<file path="src/rtl/pool_pkg.sv">
// Shared types and sizing for the 2x2 pooling window feeder.
package pool_pkg;

  localparam int DATA_W   = 16;
  localparam int MAX_COLS = 32;
  localparam int DIM_W    = $clog2(MAX_COLS) + 1;
  localparam int ADDR_W   = $clog2(MAX_COLS);

  typedef enum logic [1:0] {
    IDLE    = 2'd0,
    ROW_TOP = 2'd1,
    ROW_BOT = 2'd2,
    DRAIN   = 2'd3
  } pool_state_t;

  typedef struct packed {
    logic [DATA_W-1:0] ch1;
    logic [DATA_W-1:0] ch2;
    logic [DATA_W-1:0] ch3;
    logic [DATA_W-1:0] ch4;
  } pool_win_t;

endpackage

</file>
<file path="src/rtl/pool_line_buffer.sv">
// One-row line buffer: single write port, asynchronous read, contents never reset.
module pool_line_buffer #(
  parameter int DATA_W = 16,
  parameter int DEPTH  = 32,
  parameter int ADDR_W = $clog2(DEPTH)
) (
  input  logic              clk,
  input  logic              wr_en,
  input  logic [ADDR_W-1:0] wr_addr,
  input  logic [DATA_W-1:0] wr_data,
  input  logic [ADDR_W-1:0] rd_addr,
  output logic [DATA_W-1:0] rd_data
);

  logic [DATA_W-1:0] mem [DEPTH];

  always_ff @(posedge clk) begin
    if (wr_en) mem[wr_addr] <= wr_data;
  end

  assign rd_data = mem[rd_addr];

endmodule

</file>
<file path="src/rtl/pool_window_feeder.sv">
// Streams a raster feature map into non-overlapping 2x2 windows for the max pooler.
// Optional POOL_ODD_PAD_EN: zero-pad odd last column/row instead of dropping them.
import pool_pkg::*;

module pool_window_feeder (
  input  logic              clk,
  input  logic              rst,
  input  logic              start,
  input  logic [DIM_W-1:0]  cfg_cols,
  input  logic [DIM_W-1:0]  cfg_rows,
  input  logic              in_valid,
  input  logic [DATA_W-1:0] in_data,
  output logic              in_ready,
  output logic              win_valid,
  input  logic              win_ready,
  output logic [DATA_W-1:0] win_ch1,
  output logic [DATA_W-1:0] win_ch2,
  output logic [DATA_W-1:0] win_ch3,
  output logic [DATA_W-1:0] win_ch4,
  output logic              busy,
  output logic              frame_done
);

`ifdef POOL_ODD_PAD_EN
  localparam bit PAD_EN = 1'b1;
`else
  localparam bit PAD_EN = 1'b0;
`endif

  pool_state_t       state, state_nxt;
  logic [DIM_W-1:0]  cols_q, rows_q, col, row;
  logic [DATA_W-1:0] pend_top, pend_bot;
  logic [DATA_W-1:0] lb_rd, top_px, bot_px;
  pool_win_t         win;
  logic              win_valid_q;
  logic              accept, last_col, last_row, pad_row, emit, next_is_pad_row;

  pool_line_buffer #(
    .DATA_W(DATA_W),
    .DEPTH (MAX_COLS),
    .ADDR_W(ADDR_W)
  ) u_line_buffer (
    .clk    (clk),
    .wr_en  (accept && (state == ROW_TOP)),
    .wr_addr(col[ADDR_W-1:0]),
    .wr_data(in_data),
    .rd_addr(col[ADDR_W-1:0]),
    .rd_data(lb_rd)
  );

  assign accept          = in_valid && in_ready;
  assign last_col        = (col == cols_q - DIM_W'(1));
  assign last_row        = (row == rows_q - DIM_W'(1));
  assign next_is_pad_row = PAD_EN && (DIM_W'(row + DIM_W'(2)) == rows_q);

  // An even-indexed row seen in ROW_BOT is the padded last row: the pixel is the top half.
`ifdef POOL_ODD_PAD_EN
  assign pad_row = (state == ROW_BOT) && !row[0];
  assign emit    = accept && (state == ROW_BOT) && (col[0] || last_col);
`else
  assign pad_row = 1'b0;
  assign emit    = accept && (state == ROW_BOT) && col[0];
`endif

  assign top_px = pad_row ? in_data : lb_rd;
  assign bot_px = pad_row ? '0 : in_data;

  always_ff @(posedge clk) begin
    if (rst) state <= IDLE;
    else     state <= state_nxt;
  end

  always_comb begin
    state_nxt = state;
    case (state)
      IDLE: begin
        if (start) state_nxt = (PAD_EN && (cfg_rows == DIM_W'(1))) ? ROW_BOT : ROW_TOP;
      end
      ROW_TOP: begin
        if (accept && last_col) state_nxt = last_row ? DRAIN : ROW_BOT;
      end
      ROW_BOT: begin
        if (accept && last_col) begin
          if (last_row)             state_nxt = DRAIN;
          else if (next_is_pad_row) state_nxt = ROW_BOT;
          else                      state_nxt = ROW_TOP;
        end
      end
      DRAIN: begin
        if (!win_valid_q) state_nxt = IDLE;
      end
      default: state_nxt = IDLE;
    endcase
  end

  always_comb begin
    busy       = (state != IDLE);
    in_ready   = ((state == ROW_TOP) || (state == ROW_BOT)) && (!win_valid_q || win_ready);
    frame_done = (state == DRAIN) && !win_valid_q;
  end

  // Control and output window registers
  always_ff @(posedge clk) begin
    if (rst) begin
      cols_q      <= '0;
      rows_q      <= '0;
      col         <= '0;
      row         <= '0;
      win_valid_q <= 1'b0;
      win         <= '0;
    end else begin
      if ((state == IDLE) && start) begin
        cols_q <= cfg_cols;
        rows_q <= cfg_rows;
        col    <= '0;
        row    <= '0;
      end else if (accept) begin
        if (last_col) begin
          col <= '0;
          row <= row + DIM_W'(1);
        end else begin
          col <= col + DIM_W'(1);
        end
      end

      if (emit)                          win_valid_q <= 1'b1;
      else if (win_valid_q && win_ready) win_valid_q <= 1'b0;

      if (emit) begin
        if (col[0]) win <= '{ch1: pend_top, ch2: top_px, ch3: pend_bot, ch4: bot_px};
        else        win <= '{ch1: top_px, ch2: '0, ch3: bot_px, ch4: '0};
      end
    end
  end

  // Left half of the window under construction; data only, no reset needed
  always_ff @(posedge clk) begin
    if (accept && (state == ROW_BOT) && !col[0]) begin
      pend_top <= top_px;
      pend_bot <= bot_px;
    end
  end

  assign win_valid = win_valid_q;
  assign win_ch1   = win.ch1;
  assign win_ch2   = win.ch2;
  assign win_ch3   = win.ch3;
  assign win_ch4   = win.ch4;

endmodule

</file>
<file path="config.mk">
export PLATFORM = sky130hd
export DESIGN_NAME = pool_window_feeder
export DESIGN_NICKNAME = d
export VERILOG_FILES = /design/src/rtl/pool_pkg.sv /design/src/rtl/pool_line_buffer.sv /design/src/rtl/pool_window_feeder.sv
export SDC_FILE = /design/constraint.sdc
export NUM_CORES = 1
export LEC_CHECK = 0
export ABC_AREA = 1
export CORE_ASPECT_RATIO = 1.1
export CORE_MARGIN = 10
export CORE_UTILIZATION = 45
export CTS_BUF_LIST = sky130_fd_sc_hd__clkbuf_16
export CTS_CLUSTER_DIAMETER = 50
export DETAILED_ROUTE_END_ITERATION = 8
export DONT_BUFFER_PORTS = 1
export HOLD_SLACK_MARGIN = 0.08
export PLACE_DENSITY = 0.62
export SYNTH_ARGS = -nofsm -noshare
export SYNTH_HDL_FRONTEND = slang
export SYNTH_SLANG_ARGS = --single-unit
export TNS_END_PERCENT = 20
</file>
<file path="constraint.sdc">
create_clock -name clk -period 3.3 [get_ports clk]
set_clock_uncertainty 0.1 [all_clocks]
set_input_delay 0.33 -clock clk [delete_from_list [all_inputs] [get_ports clk]]
set_output_delay 0.33 -clock clk [all_outputs]
set_load 0.02 [all_outputs]
</file>
==> impl_metrics.py <==
metrics = {
    "global_routing": {
        "gr-total-overflow": 0,
        "antenna_found_initial": 6,
        "grt.total_usage": 0.203,
        "grt_max_degree": 167,
        "first_global_vias": 16600,
        "grt_pass1_wl_um": 104000,
    },
    "synth": {
        "synth.distinct_cells": 29,
        "syn_nets": 2363,
        "synth_xor_area_frac": 0.00273,
        "synth_top_family_by_area": "simple AND/OR/NAND/NOR gates",
        "synthFlopType": "edfxtp_1",
        "async_reset_ff_frac": 0,
        "yosysWarnings": 0,
        "synthMuxAreaShare": 0,
        "synth_area_sq_um": 25700,
        "yosys.area_share.simple": 0.176,
        "synthAdderAreaFrac": 0.00584,
        "yosysSeqAreaShare": 0.711,
        "synth_compound_area_frac": 0.0703,
        "synth_seq_cells": 640,
        "synth_edf_count": 544,
        "avgSynthCellArea_sq_um": 11.1,
        "synthCells": 2318,
    },
    "clock_tree": {
        "postCtsHoldBufs": 48,
        "numCtsBuffers": 61,
        "postCtsSetupBuffers": 0,
        "ctsHtreeMaxLevel": 2,
        "path_clk_slew_ps": 60,
        "clock-sinks": 640,
        "tritoncts": "done",
        "cts-root-buf": "clkbuf_16",
        "cts_buffer_depth": 3,
        "cts.repair.resized": 0,
        "clock_latency_ps": 650,
    },
    "power": {
        "power_mw": 19.0,
        "powerDensity_nw_per_um2": 647,
        "switchingPower_mw": 5.26,
        "power_leakage_nw": 10.7,
        "internal_power_mw": 13.7,
        "p_comb_frac": 0.154,
        "pwr-share-clk": 0.372,
        "seqPwrFrac": 0.474,
        "peakVddDrop_mv": 0.448,
        "netSwitchingFraction": 0.278,
    },
    "timing": {
        "holdWs_ps": 162,
        "drv_slew": 0,
        "fmax_mhz": 351,
        "timing.final.crit_share": 0.863,
        "tightest_slew_ps": 1040,
        "setup_slack_ps": 452,
        "rsz0062_at_grt": "no",
        "setup_tns_ps": 0,
        "period_minus_slack_ps": 2850,
        "hold_violations": 0,
        "max-slew-margin-rel": 0.306,
        "setup_viol": 0,
    },
    "routing": {
        "vias": 17500,
        "drc": 0,
        "via_per_inst": 5.53,
        "routed_wl_um": 69800,
        "ant_nets": 0,
        "drt_iter0_markers": 2187,
        "wl_per_cell_um": 22.1,
        "first_pass_iters": 5,
    },
    "setup_path": {
        "end_kind": "register",
        "r2r-end": "win_valid",
        "critPathKind": "reg2reg",
        "rr_worst_depth": 9,
        "r2r_start": "state[0]",
        "worst_setup_path_start_kind": "register",
        "crit_fanout": 39,
        "arrival_ps": 3310,
        "r2r_slack_ps": 450,
        "crit_required_ps": 3760,
    },
    "floorplanning": {
        "rows": 91,
        "initial_core_util": 0.457,
        "io_pins": 101,
        "fp.dieH_um": 271,
        "dieArea_sq_um": 67100,
        "coreArea_sq_um": 56200,
        "die_x_um": 248,
    },
    "placement": {
        "dpl.hpwl_um": 41000,
        "placedInstanceArea_sq_um": 26600,
        "routabilityCongestion": 0.887,
        "placed_cells": 2994,
        "dp_slack_ps": 543,
        "io_buffers": 0,
    },
    "cells_and_area": {
        "fin_util": 0.521,
        "layout.nets": 2406,
        "final_cell_mix": "nand2_1, edfxtp_1, nor2_1",
        "area_growth_pct": 14.0,
        "drive_above_1_share": 0.0783,
        "final_common_cell": "nand2_1",
        "design_area_sq_um": 29300,
        "fin_cells": 3161,
    },
    "outcome": {
        "status": "finished, final reports clean",
    },
    "job": {
        "cap_violations": 0,
    },
    "min_path": {
        "min_from": "win_ready",
        "min_path_type": "in2reg",
        "hold-path-cell-count": 6,
    },
}
[per-layer routing]
metal / part of all wire / up-vias / GRT usage
met5: 0.00049 / - / 0
met4: 0.036 / 6 / 0.0777
met3: 0.090 / 136 / 0.0411
met2: 0.46 / 787 / 0.312
met1: 0.42 / 8457 / 0.278
li1: - / 8098 / -
[worst max-delay path by stage]
stage	from	to	slack [ps]	cells after the start
6_report	state[0]	win_valid	450	9
5_1_grt	state[0]	win_valid	230	9
4_1_cts	state[0]	win_valid	450	9
3_5_place_dp	state[0]	u_line_buffer.mem[17][0]	540	9
3_3_place_gp	state[0]	u_line_buffer.mem[17][0]	600	9
2_1_floorplan	state[0]	pend_bot[0]	360	6
[synthesized netlist by cell type, drive strengths merged (2+ instances only)]
master / count / area [sq um]
o211ai: 56 / 420
nand2: 726 / 2730
o22ai: 4 / 25.0
clkbuf: 65 / 245
edfxtp: 544 / 16300
a21oi: 87 / 435
ha: 12 / 150
xor2: 8 / 70.1
nand3: 197 / 986
a211oi: 2 / 15.0
nor2: 200 / 758
a31oi: 10 / 62.6
nand4: 2 / 12.5
o21ai: 168 / 841
buf: 68 / 384
nor4: 2 / 12.5
inv: 67 / 251
dfxtp: 96 / 1920
[sequential cells by signal (all words and copies together) (netlist names), named ones only]
name               count
win_ch3               16
pend_top              16
cols_q                 6
win_valid              1
row                    6
u_line_buffer.mem    512
pend_bot              16
col                    6
rows_q                 6
win_ch2               16
state                  2
win_ch1               16
win_ch4               16
[critical path: stages, from the launching register on]
cell           delay [ps]
dfxtp_1               430
inv_1                 120
ha_1                  290
nand2_1                90
nor2_4                170
inv_2                 100
nor3_4                320
inv_2                 370
a21oi_1               240
dlygate4sd3_1         560
[power by group through the flow]
stage / registers, mW / logic (mW) / clock network, mW
CTS: 8.98 / 2.87 / 7.15
global route: 8.99 / 3.22 / 7.47
floorplan: 9.10 / 1.91 / 0
finish: 8.98 / 2.92 / 7.06
global placement: 9.15 / 2.58 / 0
detailed placement: 9.16 / 2.62 / 0
[cells by family after synthesis]
| family | count (synthesis) |
|---|---|
| compound gates | 328 |
| simple gates | 1129 |
| fa+ha+maj | 12 |
| flops | 640 |
| xor+xnor | 8 |
| buf+inv | 201 |
[final cells by class]
class | instances | area, sq um
Tap cell | 744 | 931
Timing Repair Buffer | 113 | 1240
Antenna cell | 3 | 7.51
Sequential cell | 640 | 18300
Fill cell | 4812 | 27000
Clock inverter | 52 | 429
Clock buffer | 64 | 1600
Multi-Input combinational cell | 1477 | 6550
Inverter | 68 | 262
Note: power is estimated with default switching activity, not from simulation.
